--- config.mk ---
export PLATFORM = sky130hd
export DESIGN_NAME = acc8_frame_flat
export DESIGN_NICKNAME = d
export VERILOG_FILES = /design/src/rtl/acc8_frame_if.sv /design/src/rtl/acc8_frame.sv /design/src/flat_wrapper.sv
export SDC_FILE = /design/constraint.sdc
export NUM_CORES = 1
export LEC_CHECK = 0
export CORE_MARGIN = 4
export CORE_UTILIZATION = 50
export DETAILED_ROUTE_END_ITERATION = 6
export PLACE_DENSITY = 0.84
export SYNTH_ARGS = -nofsm -noshare
export SYNTH_HDL_FRONTEND = slang
export SYNTH_HIERARCHICAL = 1
export SYNTH_SLANG_ARGS = --single-unit
--- constraint.sdc ---
create_clock -name i_clk -period 4.6 [get_ports i_clk]
set_input_delay 0.92 -clock i_clk [delete_from_list [all_inputs] [get_ports i_clk]]
set_output_delay 0.92 -clock i_clk [all_outputs]
set_load 0.005 [all_outputs]
--- src/rtl/acc8_frame_if.sv ---
// acc8_frame byte-stream / frame-total handshake bundle.
// master drives bytes and consumes totals; slave is the accumulator.
interface acc8_frame_if #(
    parameter int FRAME_LEN = 4,
    parameter int ACC_W     = 16,
    localparam int CNT_W    = $clog2(FRAME_LEN + 1)
);
    logic             i_valid;
    logic [7:0]       i_data;
    logic             o_ready;
    logic [ACC_W-1:0] o_sum;
    logic             o_sum_valid;
    logic             i_sum_ready;
    logic             o_ovf;
    logic [CNT_W-1:0] o_count;

    modport master (
        output i_valid, i_data, i_sum_ready,
        input  o_ready, o_sum, o_sum_valid, o_ovf, o_count
    );

    modport slave (
        input  i_valid, i_data, i_sum_ready,
        output o_ready, o_sum, o_sum_valid, o_ovf, o_count
    );
endinterface

--- src/rtl/acc8_frame.sv ---
// Frame accumulator: sums FRAME_LEN bytes, low byte through adder8,
// presents the total with a handshake and a sticky overflow flag.
module adder8 (
    input  logic [7:0] i_A,
    input  logic [7:0] i_B,
    output logic [7:0] o_S,
    output logic       o_Cout
);
    // Plain 8-bit add with carry out
    assign {o_Cout, o_S} = {1'b0, i_A} + {1'b0, i_B};
endmodule

module acc8_frame #(
    parameter int FRAME_LEN = 4,
    parameter int ACC_W     = 16,
    localparam int CNT_W    = $clog2(FRAME_LEN + 1)
) (
    input  logic       i_clk,
    input  logic       i_rst,
    input  logic       i_clear,
    acc8_frame_if.slave bus
);
    typedef enum logic {ACCUM, DONE} state_e;

    state_e           state_q;
    logic [ACC_W-1:0] acc_q;
    logic [ACC_W-1:0] acc_d;
    logic             ovf_q;
    logic [CNT_W-1:0] cnt_q;
    logic [7:0]       s_lo;
    logic             c_lo;
    logic             c_top;

    adder8 u_add (
        .i_A    (acc_q[7:0]),
        .i_B    (bus.i_data),
        .o_S    (s_lo),
        .o_Cout (c_lo)
    );

    // Upper bits absorb the low-byte carry; with no upper bits the
    // adder carry is the frame overflow itself.
    if (ACC_W > 8) begin : g_hi
        logic [ACC_W-8:0] hi_w;
        assign hi_w  = {1'b0, acc_q[ACC_W-1:8]}
                     + {{(ACC_W-8){1'b0}}, c_lo};
        assign acc_d = {hi_w[ACC_W-9:0], s_lo};
        assign c_top = hi_w[ACC_W-8];
    end else begin : g_lo
        assign acc_d = s_lo;
        assign c_top = c_lo;
    end

    assign bus.o_ready     = (state_q == ACCUM);
    assign bus.o_sum_valid = (state_q == DONE);
    assign bus.o_sum       = acc_q;
    assign bus.o_ovf       = ovf_q;
    assign bus.o_count     = cnt_q;

    // Frame FSM: accumulate until FRAME_LEN bytes, hold until released
    always_ff @(posedge i_clk) begin
        if (i_rst || i_clear) begin
            state_q <= ACCUM;
            acc_q   <= '0;
            ovf_q   <= 1'b0;
            cnt_q   <= '0;
        end else begin
            case (state_q)
                ACCUM: begin
                    if (bus.i_valid) begin
                        acc_q <= acc_d;
                        cnt_q <= cnt_q + CNT_W'(1);
                        if (c_top) ovf_q <= 1'b1;
                        if (cnt_q == CNT_W'(FRAME_LEN - 1))
                            state_q <= DONE;
                    end
                end
                DONE: begin
                    if (bus.i_sum_ready) begin
                        state_q <= ACCUM;
                        acc_q   <= '0;
                        ovf_q   <= 1'b0;
                        cnt_q   <= '0;
                    end
                end
                default: state_q <= ACCUM;
            endcase
        end
    end
endmodule

--- src/flat_wrapper.sv ---
// flat-port wrapper written by rule: the top's interface ports become plain ports
module acc8_frame_flat 
#(
    parameter int FRAME_LEN = 4,
    parameter int ACC_W     = 16,
    localparam int CNT_W    = $clog2(FRAME_LEN + 1)
)
  (i_clk, i_rst, i_clear, bus_i_valid, bus_i_data, bus_i_sum_ready, bus_o_ready, bus_o_sum, bus_o_sum_valid, bus_o_ovf, bus_o_count);
  acc8_frame_if #(.FRAME_LEN(FRAME_LEN), .ACC_W(ACC_W)) bus_i ();
  input  logic i_clk;
  input  logic i_rst;
  input  logic i_clear;
  input wire logic [$bits(bus_i.i_valid)-1:0] bus_i_valid;
  input wire logic [$bits(bus_i.i_data)-1:0] bus_i_data;
  input wire logic [$bits(bus_i.i_sum_ready)-1:0] bus_i_sum_ready;
  output wire logic [$bits(bus_i.o_ready)-1:0] bus_o_ready;
  output wire logic [$bits(bus_i.o_sum)-1:0] bus_o_sum;
  output wire logic [$bits(bus_i.o_sum_valid)-1:0] bus_o_sum_valid;
  output wire logic [$bits(bus_i.o_ovf)-1:0] bus_o_ovf;
  output wire logic [$bits(bus_i.o_count)-1:0] bus_o_count;
  assign bus_i.i_valid = bus_i_valid;
  assign bus_i.i_data = bus_i_data;
  assign bus_i.i_sum_ready = bus_i_sum_ready;
  assign bus_o_ready = bus_i.o_ready;
  assign bus_o_sum = bus_i.o_sum;
  assign bus_o_sum_valid = bus_i.o_sum_valid;
  assign bus_o_ovf = bus_i.o_ovf;
  assign bus_o_count = bus_i.o_count;
  acc8_frame #(.FRAME_LEN(FRAME_LEN), .ACC_W(ACC_W)) u_core (.i_clk(i_clk), .i_rst(i_rst), .i_clear(i_clear), .bus(bus_i));
endmodule
==> impl_metrics.json, run 1 <==
{
  "drc_errors": 0,
  "arrival_ns": 3.40,
  "setup_violations": 0,
  "final_cell_count_no_fill": 196,
  "fin_crit_sh": 0.694,
  "routedWlPerCell_um": 13.7,
  "worstSkewPairLatency_ns": 0.30,
  "grt_pass1_vias": 1103,
  "grt_util_all_layers": 0.184,
  "reg2regPathDepth": 11,
  "p_per_area_nw_per_um2": 223,
  "ys_warn_count": 6,
  "post-cts-setup-buffers": 0,
  "first_pass_iters": 4,
  "ys_seq_area_frac": 0.358,
  "antenna_found_initial": 0,
  "antenna_left": 0,
  "vias_per_cell": 5.82,
  "fin_skew_ns": 0.00243,
  "mostFrequentLayoutCells": "clkdlybuf4s50_1, dfxtp_1, nor2_1",
  "synth_edf_count": 0,
  "p_total_mw": 0.347,
  "clkSinkCount": 21,
  "finish.utilization": 0.698,
  "synth_area_um2": 1170,
  "mostFrequentLayoutCell": "clkdlybuf4s50_1",
  "synthCells": 135,
  "ys_top_cells_by_area": "dfxtp_1, ha_1, a22oi_1, a21oi_1, nor2_1",
  "path_max_fanout": 5,
  "grt_pass1_wl_um": 4750,
  "chipWidth_um": 56.5,
  "fp.dieH_um": 56.5,
  "worstHoldEndpoint": "u_core/bus.o_ovf",
  "vias": 1140,
  "cts_max_level": 1,
  "yosys.area.top_type": "dfxtp_1",
  "gp_congestion": 0.805,
  "drtIter0Drc": 14,
  "synth_top_area_frac": 0.358,
  "start_util": 0.526,
  "grt_setup_unrepaired": "false",
  "drv_slew": 0,
  "status": "complete, no violations",
  "min_path_type": "reg2reg",
  "hold_buffers": 0,
  "fmax_mhz": 313,
  "synth_cell_types": 30,
  "grt_max_degree": 27,
  "dp_hpwl_um": 2090,
  "hold_depth": 1,
  "critPathRequiredTime_ns": 4.81,
  "clkTransAtPathRegs_ns": 0.11,
  "numCtsBuffers": 3,
  "num_rows": 17,
  "synth_seq_cells": 21,
  "core_um2": 2230,
  "setup_tns_ns": 0,
  "wl_um": 2690,
  "cts_tree": "done",
  "crit_type": "in2reg",
  "rrSetupSlack_ns": 2.06,
  "slew_headroom": 0.194,
  "hold_viol": 0,
  "finalHoldWorstSlack_ns": 0.497,
  "io_buffers": 34,
  "io_pins": 35,
  "async_reset_ff_frac": 0,
  "grt_overflow": 0,
  "synth.avg_cell_area_um2": 8.70,
  "place_inst": 192,
  "cp-start-kind": "input port",
  "cts_resized": 0,
  "worstSetupEndpointType": "flip-flop",
  "rr_startpoint": "u_core/bus.o_sum[0]",
  "syn2layout_area_growth_pct": 32.7,
  "synth_flop_cell": "dfxtp_1",
  "worstMarginPinSlew_ns": 1.18,
  "clockBufferDepth": 2,
  "reg2reg_to": "u_core/bus.o_ovf",
  "irDropWorstVdd_uv": 191,
  "min-delay-start": "u_core/bus.o_ovf",
  "root_buffer": "clkbuf_4",
  "drive_gt1_frac": 0.0357,
  "dieArea_um2": 3190,
  "final.min_clock_period_ns": 3.19,
  "antenna_cells": 0,
  "startpoint": "bus_i_data[0]",
  "p_leak_nw": 0.600,
  "nets": 195,
  "syn_nets": 161,
  "max_cap_viol_count": 0
}
-- cells in the mapped netlist (4+ instances only) --
| master | instances |
|---|---|
| dfxtp_1 | 21 |
| nor2_1 | 16 |
| a21oi_1 | 13 |
| a22oi_1 | 12 |
| ha_1 | 12 |
| inv_1 | 6 |
| nand2_1 | 5 |
| nand3_1 | 4 |
| o21ai_0 | 4 |
-- metrics by stage --
step	instance area (µm²)	setup WS, ns
6_report	1560	1.41
5_1_grt	1560	1.20
4_1_cts	1560	1.44
3_5_place_dp	1530	1.11
3_3_place_gp	1530	1.22
2_1_floorplan	1170	1.75
-- worst max-delay path: stages --
cell and delay, ns:
clkdlybuf4s50_1 0.40, ha_1 0.22, fa_1 0.42, a21oi_1 0.24
nor2_1 0.07, nor2_1 0.16, o21ai_0 0.12, ha_1 0.21
ha_1 0.20, nand3_1 0.15, nor3_1 0.07, o21a_1 0.22
-- area by class of cell --
type                            count  area [µm²]
Sequential cell                    21         420
Clock buffer                        4        26.3
Inverter                            7        26.3
Timing Repair Buffer               34         340
Multi-Input combinational cell    102         711
Fill cell                         207         674
Tap cell                           28        35.0
-- kinds of logic after synthesis --
kind of cell             Yosys count  share of synthesized area
flip-flops                        21                      0.358
XOR/XNOR                           4                     0.0298
AO/OA/AOI/OAI                     41                      0.232
multiplexers                       3                     0.0256
adder cells (fa/ha/maj)           13                      0.145
AND/OR/NAND/NOR                   41                      0.169
buffers and inverters             12                     0.0405
-- registers in the layout (all words and copies together) (netlist names) --
signal and cells:
u_core/bus.o_count 3, u_core/bus.o_ovf 1, u_core/bus.o_sum 16, u_core/bus.o_sum_valid 1
-- metal layers --
layer,track usage,part of all wire
met4,0.0712,0.016
met2,0.328,0.47
met3,0.0322,0.050
met5,0,0
met1,0.216,0.46
-- report_power, final --
group | internal [mW] | total, mW | switching [mW]
combinational | 0.0361 | 0.0697 | 0.0336
clock | 0.0339 | 0.0885 | 0.0546
sequential | 0.186 | 0.189 | 0.00331
-- worst max-delay path by stage --
stage                                 endpoint  cells past startpoint
after global placement        u_core/bus.o_ovf                     12
final                         u_core/bus.o_ovf                     12
after detailed placement  u_core/bus.o_sum[14]                     11
after floorplan           u_core/bus.o_sum[14]                     10
after global routing      u_core/bus.o_sum[14]                     11
after CTS                 u_core/bus.o_sum[14]                     11
Note: power is estimated with default switching activity, not from simulation.
==> run 2: changes to the inputs <==
--- a/config.mk
+++ b/config.mk
@@ -6,9 +6,9 @@
 export NUM_CORES = 1
 export LEC_CHECK = 0
 export CORE_MARGIN = 4
-export CORE_UTILIZATION = 50
+export CORE_UTILIZATION = 42
 export DETAILED_ROUTE_END_ITERATION = 6
-export PLACE_DENSITY = 0.84
+export PLACE_DENSITY = 0.75
 export SYNTH_ARGS = -nofsm -noshare
 export SYNTH_HDL_FRONTEND = slang
 export SYNTH_HIERARCHICAL = 1
==> constraint.sdc (replaced) <==
create_clock -name i_clk -period 2.6 [get_ports i_clk]
set_input_delay 0.52 -clock i_clk [delete_from_list [all_inputs] [get_ports i_clk]]
set_output_delay 0.52 -clock i_clk [all_outputs]
set_load 0.005 [all_outputs]
==> run 2 against run 1 <==
Compared with the run above: setup slack worse by 1.4 ns; clock skew barely moved; final cell count is 9.2% higher; critical endpoint is now u_core/bus.o_sum[12]; largest power group unchanged.
==> impl_metrics.json, run 2 (synthesized netlist as in run 1, its figures left out) <==
{
  "layout_setup_ws_ns": 0.0580,
  "mostFrequentLayoutCells": "clkdlybuf4s50_1, dfxtp_1, nor2_1",
  "p_per_area_nw_per_um2": 354,
  "min_path_type": "reg2reg",
  "cp-start-kind": "input port",
  "core_um2": 2570,
  "vias_per_cell": 5.63,
  "drtIter0Drc": 23,
  "antenna_cells": 0,
  "worstMarginPinSlew_ns": 0.968,
  "routedWlPerCell_um": 13.7,
  "num_rows": 18,
  "root_buffer": "clkbuf_4",
  "crit_type": "in2reg",
  "vias": 1204,
  "grt_util_all_layers": 0.162,
  "grt_overflow": 0,
  "drc_errors": 0,
  "grt_max_degree": 16,
  "final_area_um2": 1800,
  "cts_tree": "done",
  "fmax_mhz": 393,
  "io_buffers": 34,
  "antenna_found_initial": 0,
  "worstSkewPairLatency_ns": 0.30,
  "clockBufferDepth": 2,
  "grt_pass1_wl_um": 4530,
  "dp_hpwl_um": 2080,
  "numCtsBuffers": 3,
  "setup_violations": 0,
  "clkSinkCount": 21,
  "grt_pass1_vias": 1078,
  "finish.utilization": 0.700,
  "fp.dieH_um": 60.9,
  "finalHoldWorstSlack_ns": 0.488,
  "wl_um": 2920,
  "status": "complete, no violations",
  "cts_max_level": 1,
  "drive_gt1_frac": 0.196,
  "mostFrequentLayoutCell": "clkdlybuf4s50_1",
  "io_pins": 35,
  "fin_crit_sh": 0.978,
  "first_pass_iters": 4,
  "irDropWorstVdd_uv": 273,
  "clkTransAtPathRegs_ns": 0.12,
  "start_util": 0.458,
  "dieArea_um2": 3710,
  "worstSetupEndpointType": "flip-flop",
  "place_inst": 202,
  "hold_viol": 0,
  "path_max_fanout": 3,
  "p_leak_nw": 0.717,
  "max_cap_viol_count": 0,
  "antenna_left": 0,
  "final_cell_count_no_fill": 214,
  "slew_headroom": 0.354,
  "chipWidth_um": 60.9,
  "critPathRequiredTime_ns": 2.83,
  "gp_congestion": 0.895,
  "arrival_ns": 2.78,
  "placedInstanceArea_um2": 1600,
  "fin_skew_ns": 0.00259,
  "drv_slew": 0,
  "dp_worst_setup_slack_ns": -0.521,
  "final.min_clock_period_ns": 2.54,
  "nets": 211,
  "syn2layout_area_growth_pct": 53.0,
  "largest_reg_flops": 16
}
-- run 2: cell count changes in the layout (fill, tap and decap cells not counted), sizes merged --
cell / before / now
clkbuf: 4 / 3
clkdlybuf4s50: 34 / 29
clkinv: 0 / 1
dlymetal6s2s: 0 / 5
buf: 0 / 16
-- run 2: worst paths after layout --
check | startpoint | endpoint | slack [ns] | depth (start not counted)
setup / recovery | bus_i_data[2] | u_core/bus.o_sum[12] | 0.06 | 12
hold / removal | u_core/bus.o_ovf | u_core/bus.o_ovf | 0.49 | 1
setup reg to reg | u_core/bus.o_sum[0] | u_core/bus.o_sum[12] | 0.18 | 12
hold reg to reg | u_core/bus.o_ovf | u_core/bus.o_ovf | 0.49 | 1
-- run 2: final cells by class --
type	instances	area, µm²
clock inverter	1	5.00
fill	210	769
multi-input combinational	102	810
timing repair buffer	50	477
sequential	21	420
tap	30	37.5
clock buffer	3	22.5
inverter	7	26.3
-- run 2: what timing repair did --
| action | 4_1_cts | 5_1_grt |
|---|---|---|
| buffers inserted | 4 | 4 |
| hold buffers | 0 | 0 |
| setup endpoints to repair | 6 | 5 |
| gates resized for setup | 9 | 15 |
| pin swaps | 8 | 10 |
-- run 2: per-stage QoR --
stage	TNS, ns	total power, mW
final	0	0.636
after CTS	0	0.632
after floorplan	0	0.416
after global placement	-2.63	0.469
after detailed placement	-3.34	0.474
after global routing	-0.0397	0.678
-- run 2: routing by layer --
| metal | up-vias | global-route usage | routed length [µm] |
|---|---|---|---|
| met5 | - | 0 | 0 |
| met4 | 0 | 0.0681 | 22 |
| met3 | 2 | 0.0362 | 181 |
| met2 | 35 | 0.264 | 1360 |
| met1 | 569 | 0.205 | 1360 |
| li1 | 598 | - | - |
-- run 2: critical path, stage by stage --
cell	delay (ns)
clkdlybuf4s50_1	0.44
ha_4	0.29
a21oi_2	0.06
nor2_1	0.12
nor2_1	0.07
o21ai_1	0.15
ha_2	0.23
ha_4	0.15
nand3_4	0.09
buf_6	0.13
or3_1	0.36
a21oi_1	0.16
-- run 2: power by group --
group,switching (mW),internal [mW]
clock,0.0972,0.0573
sequential,0.00727,0.328
combinational,0.0647,0.0815
total,0.169,0.467
